--- src/rtl/histogram_pkg.sv ---
// Shared definitions for the histogram save and restore paths: loader state
// encoding, byte-phase encoding and the histogram geometry constants.
package histogram_pkg;

  localparam int HIST_BINS        = 1024;
  localparam int WORDS_PER_SECTOR = 256;
  localparam int SECTOR_BYTES     = 512;

  typedef enum logic [1:0] {
    IDLE     = 2'd0,
    WAIT_RDY = 2'd1,
    ISSUE    = 2'd2,
    READ     = 2'd3
  } state_e;

  typedef enum logic {
    PH_MS = 1'b0,
    PH_LS = 1'b1
  } phase_e;

endpackage

--- src/rtl/byte_pair_packer.sv ---
// Packs a byte stream into 16-bit words, first byte in the high half.
// o_valid is high for the single cycle in which the second byte arrives.
module byte_pair_packer
  import histogram_pkg::*;
(
  input  logic        clk,
  input  logic        reset_n,
  input  logic        i_clear,
  input  logic        i_strobe,
  input  logic [7:0]  i_byte,
  output logic [15:0] o_word,
  output logic        o_valid
);

  phase_e     r_phase;
  logic [7:0] r_hi;

  // NOTE: sequential state is written only with non-blocking assignments so
  // every register samples pre-edge values regardless of block ordering.
  always_ff @(posedge clk or negedge reset_n) begin
    if (!reset_n) begin
      r_phase <= PH_MS;
      r_hi    <= 8'h00;
    end else if (i_clear) begin
      r_phase <= PH_MS;
    end else if (i_strobe) begin
      if (r_phase == PH_MS) begin
        r_hi    <= i_byte;
        r_phase <= PH_LS;
      end else begin
        r_phase <= PH_MS;
      end
    end
  end

  assign o_valid = i_strobe & (r_phase == PH_LS) & ~i_clear;
  assign o_word  = {r_hi, i_byte};

endmodule

--- src/rtl/histogram_loader.sv ---
// Restores a saved 1024 x 16-bit histogram from SECTORS SD sectors into BRAM.
// Optional LOADER_CHECKSUM_EN adds checksum/csum_ok over the stored sum word.
module histogram_loader #(
  parameter int SECTORS      = 4,
  parameter int SLOT_SHIFT   = 11,
  parameter int SECTOR_BYTES = 512
) (
  input  logic        clk,
  input  logic        reset_n,
  input  logic        start,
  input  logic [5:0]  slot,
  input  logic        sd_ready,
  output logic [31:0] sd_address,
  output logic        sd_rd,
  input  logic [7:0]  sd_dout,
  input  logic        sd_byte_available,
  output logic [9:0]  waddr,
  output logic [15:0] wdata,
  output logic        we,
  output logic        loading,
  output logic        done,
  output logic        short_err
`ifdef LOADER_CHECKSUM_EN
  ,
  output logic [15:0] checksum,
  output logic        csum_ok
`endif
);

  import histogram_pkg::state_e;
  import histogram_pkg::IDLE;
  import histogram_pkg::WAIT_RDY;
  import histogram_pkg::ISSUE;
  import histogram_pkg::READ;

  localparam int CNT_W = $clog2(SECTOR_BYTES + 1);
  localparam int SEC_W = (SECTORS > 1) ? $clog2(SECTORS) : 1;
  localparam int WORDS = SECTOR_BYTES / 2;

  localparam logic [CNT_W-1:0] FULL_CNT = CNT_W'(SECTOR_BYTES);
  localparam logic [SEC_W-1:0] LAST_SEC = SEC_W'(SECTORS - 1);

  state_e           r_state;
  logic [31:0]      r_sd_address;
  logic             r_sd_rd;
  logic [9:0]       r_waddr;
  logic [15:0]      r_wdata;
  logic             r_we;
  logic             r_loading;
  logic             r_done;
  logic             r_short_err;
  logic [SEC_W-1:0] r_sector;
  logic [CNT_W-1:0] r_byte_cnt;
  logic             r_last_avail;

  logic             w_strobe;
  logic             w_take;
  logic             w_pack_clear;
  logic             w_word_valid;
  logic [15:0]      w_word;
  logic             w_accept_start;
  logic             w_sector_end;

  always_ff @(posedge clk or negedge reset_n) begin
    if (!reset_n) r_last_avail <= 1'b0;
    else          r_last_avail <= sd_byte_available;
  end

  assign w_strobe       = sd_byte_available & ~r_last_avail;
  assign w_take         = (r_state == READ) && w_strobe && (r_byte_cnt < FULL_CNT);
  assign w_pack_clear   = (r_state == WAIT_RDY) && sd_ready;
  assign w_accept_start = (r_state == IDLE) && start;

  // A sector closes only once no byte is arriving and no write is in flight,
  // so the final byte is counted and its write still lands inside READ.
  assign w_sector_end   = (r_state == READ) && sd_ready && !w_take && !r_we;

  byte_pair_packer u_packer (
    .clk      (clk),
    .reset_n  (reset_n),
    .i_clear  (w_pack_clear),
    .i_strobe (w_take),
    .i_byte   (sd_dout),
    .o_word   (w_word),
    .o_valid  (w_word_valid)
  );

  always_ff @(posedge clk or negedge reset_n) begin
    if (!reset_n) begin
      r_state      <= IDLE;
      r_sd_address <= 32'h0;
      r_sd_rd      <= 1'b0;
      r_waddr      <= 10'h0;
      r_wdata      <= 16'h0;
      r_we         <= 1'b0;
      r_loading    <= 1'b0;
      r_done       <= 1'b0;
      r_short_err  <= 1'b0;
      r_sector     <= '0;
      r_byte_cnt   <= '0;
    end else begin
      r_done <= 1'b0;
      r_we   <= w_word_valid;
      if (w_word_valid) r_wdata    <= w_word;
      if (r_we)         r_waddr    <= r_waddr + 10'd1;
      if (w_take)       r_byte_cnt <= r_byte_cnt + CNT_W'(1);

      case (r_state)
        IDLE: begin
          if (start) begin
            r_sd_address <= 32'(slot) << SLOT_SHIFT;
            r_sector     <= '0;
            r_waddr      <= 10'h0;
            r_short_err  <= 1'b0;
            r_byte_cnt   <= '0;
            r_loading    <= 1'b1;
            r_state      <= WAIT_RDY;
          end
        end

        WAIT_RDY: begin
          if (sd_ready) begin
            r_sd_rd <= 1'b1;
            r_state <= ISSUE;
          end
        end

        ISSUE: begin
          if (!sd_ready) begin
            r_sd_rd <= 1'b0;
            r_state <= READ;
          end
        end

        READ: begin
          if (w_sector_end) begin
            if (r_byte_cnt != FULL_CNT) r_short_err <= 1'b1;
            if (r_sector == LAST_SEC) begin
              r_loading <= 1'b0;
              r_done    <= 1'b1;
              r_state   <= IDLE;
            end else begin
              // Realign to the next sector base even if this one came up short.
              r_sector     <= r_sector + SEC_W'(1);
              r_sd_address <= r_sd_address + 32'(SECTOR_BYTES);
              r_waddr      <= 10'((int'(r_sector) + 1) * WORDS);
              r_byte_cnt   <= '0;
              r_state      <= WAIT_RDY;
            end
          end
        end

        default: begin
          r_sd_rd   <= 1'b0;
          r_loading <= 1'b0;
          r_state   <= IDLE;
        end
      endcase
    end
  end

  assign sd_address = r_sd_address;
  assign sd_rd      = r_sd_rd;
  assign waddr      = r_waddr;
  assign wdata      = r_wdata;
  assign we         = r_we;
  assign loading    = r_loading;
  assign done       = r_done;
  assign short_err  = r_short_err;

`ifdef LOADER_CHECKSUM_EN
  localparam logic [9:0] LAST_BIN = 10'(SECTORS * WORDS - 1);

  logic [15:0] r_csum;
  logic [15:0] r_stored;
  logic        r_csum_ok;

  // The final bin carries the saved sum, so it is captured rather than summed.
  always_ff @(posedge clk or negedge reset_n) begin
    if (!reset_n) begin
      r_csum    <= 16'h0;
      r_stored  <= 16'h0;
      r_csum_ok <= 1'b0;
    end else begin
      if (w_accept_start) begin
        r_csum    <= 16'h0;
        r_stored  <= 16'h0;
        r_csum_ok <= 1'b0;
      end else if (r_we) begin
        if (r_waddr == LAST_BIN) r_stored <= r_wdata;
        else                     r_csum   <= r_csum + r_wdata;
      end
      if (w_sector_end && (r_sector == LAST_SEC)) r_csum_ok <= (r_csum == r_stored);
    end
  end

  assign checksum = r_csum;
  assign csum_ok  = r_csum_ok;
`endif

endmodule
--- config.mk ---
export PLATFORM = sky130hd
export DESIGN_NAME = histogram_loader
export DESIGN_NICKNAME = d
export VERILOG_FILES = /design/src/rtl/histogram_pkg.sv /design/src/rtl/byte_pair_packer.sv /design/src/rtl/histogram_loader.sv
export SDC_FILE = /design/constraint.sdc
export NUM_CORES = 1
export LEC_CHECK = 0
export CORE_ASPECT_RATIO = 1.25
export CORE_MARGIN = 8
export CORE_UTILIZATION = 55
export DETAILED_ROUTE_END_ITERATION = 10
export PLACE_DENSITY = 0.85
export REMOVE_ABC_BUFFERS = 1
export SLEW_MARGIN = 10
export SYNTH_ARGS = -nofsm -noshare
export SYNTH_HDL_FRONTEND = slang
export SYNTH_SLANG_ARGS = --single-unit
--- constraint.sdc ---
create_clock -name clk -period 4.86 [get_ports clk]
set_input_delay 0.729 -clock clk [delete_from_list [all_inputs] [get_ports clk]]
set_output_delay 0.729 -clock clk [all_outputs]
set_load 0.02 [all_outputs]
## Yosys cells after proc, flatten, opt, wreduce, memory -nomap -nowiden

Cells that the tools add are included.

| cells by class | value |
|---|---|
| multiplexer cells | 41 |
| $add $sub $neg | 5 |
| equality and inequality tests | 12 |
| reduce and logical (&&, ||, !) cells | 18 |
| magnitude comparators | 1 |
| bitwise operators | 6 |

Operators with widths:

| kind | number |
|---|---|
| 32-bit 2-to-1 mux | 3 |
| 10-bit 2-to-1 mux | 8 |
| 32-bit case mux with 2 select lines | 1 |
| 10-bit case mux with 2 select lines | 2 |
| 32-bit by 10-bit adder with 32-bit output (second input constant) | 1 |
| 10-bit by 1-bit adder with 10-bit output (second input constant) | 2 |
| 4-bit AND reduction | 4 |
| 1-bit 2-to-1 mux | 15 |
| 2-bit 2-to-1 mux | 7 |
| 10-bit less-than comparator (second input constant) | 1 |
| 10-bit != test (second input constant) | 1 |
| 2-bit != test (second input constant) | 5 |
| 2-bit case mux with 4 select lines | 1 |
| 2-bit equality test (second input constant) | 3 |
| 1-bit logical AND | 6 |
| 1-bit case mux with 2 select lines | 3 |
| 3-bit AND reduction | 2 |
| 2-bit nonzero test | 3 |
| 2-bit by 1-bit adder with 2-bit output (second input constant) | 2 |
| 2-bit by 1-bit != test with 1-bit output (second input constant) | 2 |
| 2-bit case mux with 2 select lines | 1 |
| 1-bit AND | 3 |
| 1-bit inverter | 3 |
| 2-bit by 1-bit equality test with 1-bit output (second input constant) | 1 |
| other kinds (2) | 3 |

| storage, ports and cells | value |
|---|---|
| output and inout bits | 63 |
| logic and storage cells | 97 |
| register bits after elaboration | 87 |
| input bits | 19 |

## Logic depth before layout (Yosys ltp)

| logic depth | value |
|---|---|
| depth after elaboration | 9 |
| gate-level depth with buffers | 8 |
| gate-level depth less buffers | 7 |

## By module

Synthesis repeated with hierarchy kept, for this count alone.

| second synthesis, totals | value |
|---|---|
| cells, all modules | 400 |
| area, all modules | 4,126.5 um^2 |

Modules (own cells, without submodules):

| module | times used | area each (um^2) | seq. area each (um^2) | cells each |
|---|---|---|---|---|
| histogram_loader | 1 | 3,709.8 | 1,726.7 | 371 |
| byte_pair_packer | 1 | 416.6 | 225.2 | 29 |

## Least setup slack after synthesis

Ideal clock, no wire load.

| timing | value |
|---|---|
| kind | input-to-reg |
| start point | input port sd_byte_available |
| end point | register r_sd_address[21] (netlist: sd_address[21]) |
| path slack | 2,947 ps |
| data required time | 4,741 ps |
| library setup time | 119 ps |
| arrival time | 1,794 ps |
| stages | 6 |
| path through | or3b_4 a21o_4 nand4_1 buf_4 nor3_1 o21a_1 |

| on the way | value |
|---|---|
| cells in the longest elaborated chain, start to end | 8 |

RTL lines:

| what | line | text |
|---|---|---|
| start, declared | histogram_loader.sv:16 | `input logic sd_byte_available,` |
| 1-bit AND | histogram_loader.sv:69 | `assign w_strobe = sd_byte_available & ~r_last_avail;` |
| 1-bit logical AND (2 in a row) | histogram_loader.sv:70 | `assign w_take = (r_state == READ) && w_strobe && (r_byte_cnt < FULL_CNT);` |
| 1-bit zero test | histogram_loader.sv:76 | `assign w_sector_end = (r_state == READ) && sd_ready && !w_take && !r_we;` |
| 1-bit logical AND (2 in a row) | histogram_loader.sv:76 |  |
| 2-bit != test (no source line) | - |  |
| 4-bit AND reduction (no source line) | - |  |
| end signal, assigned | histogram_loader.sv:111 | `r_sd_address <= 32'(slot) << SLOT_SHIFT;` |
| end signal, assigned | histogram_loader.sv:145 | `r_sd_address <= r_sd_address + 32'(SECTOR_BYTES);` |
| end, declared | histogram_loader.sv:44 | `logic [31:0] r_sd_address;` |

No other way between the ends.
A chain may end at the register's enable or synchronous reset.

## Worst setup path in the final report

| timing | value |
|---|---|
| start point | register r_state[0] |
| end point | register r_wdata[13] (netlist: wdata[13]) |

| on the way | value |
|---|---|
| cells in the longest elaborated chain, start to end | 5 |
| elaborated cells on any way between the ends | 8 |
| classes of those cells | eq/ne: 2; bitwise: 3; reduce/logical: 3 |

RTL lines:

| what | line | text |
|---|---|---|
| start, declared | histogram_loader.sv:43 | `state_e r_state;` |
| start signal, assigned | histogram_loader.sv:90 | `r_state <= IDLE;` |
| start signal, assigned | histogram_loader.sv:117 | `r_state <= WAIT_RDY;` |
| start signal, assigned | histogram_loader.sv:124 | `r_state <= ISSUE;` |
| 2-bit equality test | histogram_loader.sv:70 |  |
| 1-bit logical AND (2 in a row) | histogram_loader.sv:70 |  |
| 1-bit AND | byte_pair_packer.sv:36 | `assign o_valid = i_strobe & (r_phase == PH_LS) & ~i_clear;` |
| 1-bit AND * | byte_pair_packer.sv:36 |  |
| end signal, assigned | histogram_loader.sv:104 | `if (w_word_valid) r_wdata <= w_word;` |
| end, declared | histogram_loader.sv:47 | `logic [15:0] r_wdata;` |

Mark *: on every way between the ends. The rest lies on a longest branch, timed or not.

==> flow_summary.json <==
{
  "cp-start-kind": "flip-flop",
  "synth.distinct_cells": 57,
  "vias_per_cell": 5.37,
  "cts_tree": "done",
  "cp_cell_sequence": "ha_1 -> and4bb_2 -> nand3_2 -> clkinv_1 -> nand2_1 -> nand2_1",
  "slowest_delay_ns": 0.61,
  "hold_depth": 2,
  "hold_class": "reg -> reg",
  "grt-ovfl-total": 0,
  "cp_max_fo": 19,
  "die_y_um": 110,
  "fp.dieW_um": 91.5,
  "hp-start": "u_packer.r_hi[1]",
  "wirelength_um": 8430,
  "ant_nets": 0,
  "die_area_mm2": 0.0101,
  "dp.cells": 551,
  "netlist_area_mm2": 0.00392,
  "ys_async_sr_fraction_pct": 100,
  "grt_max_degree": 79,
  "netlist_instances": 403,
  "clk_pin_slew_ns": 0.08,
  "htreeDepth": 3,
  "synth_edf_count": 0,
  "synth_seq_area_share_pct": 49.8,
  "synth_top_flop_cell": "dfrtp_1",
  "ctsLongestPathBuffers": 2,
  "cap_violations": 0,
  "synth.top_cell.area_share_pct": 49.8,
  "rr_endpoint": "wdata[13]",
  "grt_pass1_vias": 3061,
  "yosysTopAreaCell": "dfrtp_1",
  "timing.setup.tns_ns": 0,
  "synth_area_leaders": "dfrtp_1 (50%), nand2_1 (8.0%), nor2_1 (3.1%), ha_1 (2.9%), a21oi_1 (2.6%)",
  "required_ns": 5.15,
  "first_pass_iters": 4,
  "r2r-start": "r_state[0]",
  "worstMarginPinSlew_ns": 0.950,
  "endpoint_kind": "flip-flop",
  "pre_cts_slack_ns": 2.02,
  "timing.slew.headroom_pct": 36.6,
  "vias": 3047,
  "min_period_ns": 2.53,
  "grt_pass1_wl_um": 14300,
  "portBuffers": 72,
  "antenna_found_initial": 0,
  "rsz0062_at_grt": "no",
  "fmax_mhz": 396,
  "finalClockSkew_ns": 0.00765,
  "layout-drive-gt1-share_pct": 8.18,
  "dp_hpwl_um": 6110,
  "grt.total_usage_pct": 17.4,
  "insertion_delay_ns": 0.35,
  "cp.arrival_ns": 2.81,
  "drt_first_iter_violations": 126,
  "whs_endpoint": "wdata[9]",
  "status": "complete, no violations",
  "setup_slack_ns": 2.33,
  "antenna_cells": 0,
  "power_density_mw_per_mm2": 466,
  "avgRoutedWirePerCell_um": 14.9,
  "syn-mean-instance-area_um2": 9.72,
  "start_util_pct": 56.5,
  "finalCoreUtilization_pct": 68.9,
  "ys.warnings.count": 0,
  "critPathSlowestCell": "ha_1",
  "cp_num_buf_inv": 1,
  "drc": 0,
  "stdcell_count": 567,
  "syn_to_final_growth_pct": 22.0,
  "leakagePower_uw": 0.00208,
  "synth-seq-cells": 78,
  "cts_resized": 0,
  "cp_common_cell": "nand2_1",
  "root_buffer": "clkbuf_8",
  "ios": 82,
  "worstSetupPathType": "reg -> reg",
  "cts_buffers": 9,
  "ctsHoldBuffers": 0,
  "post_cts_buffers": 0,
  "gp_congestion": 0.783,
  "report.final.slew_viol_count": 0,
  "hold_violations": 0,
  "critical_path.top_delay_family": "simple AND/OR/NAND/NOR gates",
  "clkSinkCount": 78,
  "rrSetupSlack_ns": 2.33,
  "rows": 34,
  "core_area_mm2": 0.00693,
  "ir_worst_vdd_mv": 0.382,
  "finalPower_uw": 2230,
  "setup_viol": 0,
  "finalCritPeriodShare_pct": 52.0,
  "final_nets": 500,
  "r2r_cells": 6
}
[placed cells by master (no fill, tap or decap), types with 3 or more instances in the layout]
master | synthesis | final
mux2i_1 | 5 | 5
o22ai_1 | 5 | 5
or3_1 | 10 | 10
and3_1 | 5 | 5
clkbuf_1 | 4 | 3
xor2_1 | 10 | 10
mux2_2 | 8 | 8
clkbuf_8 | 1 | 9
nor2_1 | 32 | 32
o31ai_1 | 3 | 3
xnor2_1 | 8 | 8
nand3_1 | 11 | 11
ha_1 | 9 | 9
clkdlybuf4s50_1 | 0 | 71
nor3_1 | 6 | 6
clkinv_2 | 0 | 3
conb_1 | 1 | 9
o21ai_0 | 17 | 17
dfrtp_1 | 78 | 78
nand4_1 | 10 | 10
and2_1 | 3 | 3
nor2_4 | 3 | 3
nand2_1 | 84 | 84
inv_1 | 14 | 14
a21oi_1 | 20 | 20
a31oi_1 | 3 | 3
[synthesized netlist by cell type (2+ instances only)]
master	instances
a21oi_1	20
a22o_1	2
a31oi_1	3
and2_1	3
and3_1	5
buf_2	3
buf_4	11
buf_6	2
clkbuf_1	4
dfrtp_1	78
ha_1	9
inv_1	14
mux2_2	8
mux2i_1	5
nand2_1	84
nand3_1	11
nand3b_1	2
nand4_1	10
nand4_4	2
nor2_1	32
nor2_4	3
nor2b_1	2
nor3_1	6
o21a_1	2
o21ai_0	17
o221ai_1	2
o22ai_1	5
o31ai_1	3
o41ai_1	2
or3_1	10
xnor2_1	8
xor2_1	10
[worst register-to-register path: cells and delay by family, from the launching register on]
| kind | cells | cell delay (ns) |
|---|---|---|
| simple gates | 4 | 1.04 |
| buf+inv | 1 | 0.41 |
| fa+ha+maj | 1 | 0.61 |
| flops | 1 | 0.42 |
[cell families (layout without fill, tap and decap cells)]
| kind of cell | after synthesis | in the layout | synth area share (%) |
|---|---|---|---|
| compound gates | 65 | 65 | 10.6 |
| other cells | 1 | 9 | 0.0957 |
| simple gates | 182 | 182 | 23.6 |
| flops | 78 | 78 | 49.8 |
| buf+inv | 37 | 103 | 5.46 |
| xor+xnor | 18 | 18 | 4.02 |
| mux | 13 | 13 | 3.58 |
| fa+ha+maj | 9 | 9 | 2.87 |
[power by group]
group / internal, uW / total, uW / switching, uW
sequential: 799 / 925 / 126
combinational: 372 / 886 / 515
clock: 184 / 415 / 230
total: 1360 / 2230 / 871
[through the flow]
stage	cell area [um2]	hold slack, ns
after floorplan	3790	0.433
after global placement	4620	0.445
after detailed placement	4620	0.451
after CTS	4780	0.470
after global routing	4780	0.489
final	4780	0.467
[worst max path at each step]
stage | startpoint | to | cells after the start | slack [ns]
floorplan | r_state[0] | sd_address[27] | 6 | 2.76
global placement | start | sd_address[27] | 6 | 2.12
detailed placement | start | sd_address[27] | 6 | 2.02
CTS | r_state[0] | wdata[13] | 6 | 2.34
global route | r_state[0] | sd_address[27] | 5 | 2.11
finish | r_state[0] | wdata[13] | 6 | 2.33
[final cells by class]
class / count / area [um2]
well taps: 90 / 113
fillers: 542 / 2150
multi-input cells: 296 / 1780
repair buffers: 72 / 718
clock buffers: 12 / 135
flip-flops and latches: 78 / 1950
clock inverters: 4 / 23.8
inverters: 15 / 56.3
[state kept, by name, indices dropped and copies added, names as in the netlist, 2 cells and up]
register	flops
r_byte_cnt	10
r_state	2
r_sector	2
wdata	16
u_packer.r_hi	8
sd_address	23
waddr	10
[metal layers]
metal	global-route usage, %	vias to the layer above	wire length [um]
li1	-	1510	-
met1	19.8	1452	3550
met2	29.1	73	4160
met3	5.83	12	581
met4	8.56	0	135
met5	0	-	0
Note: power is estimated with default switching activity, not from simulation.
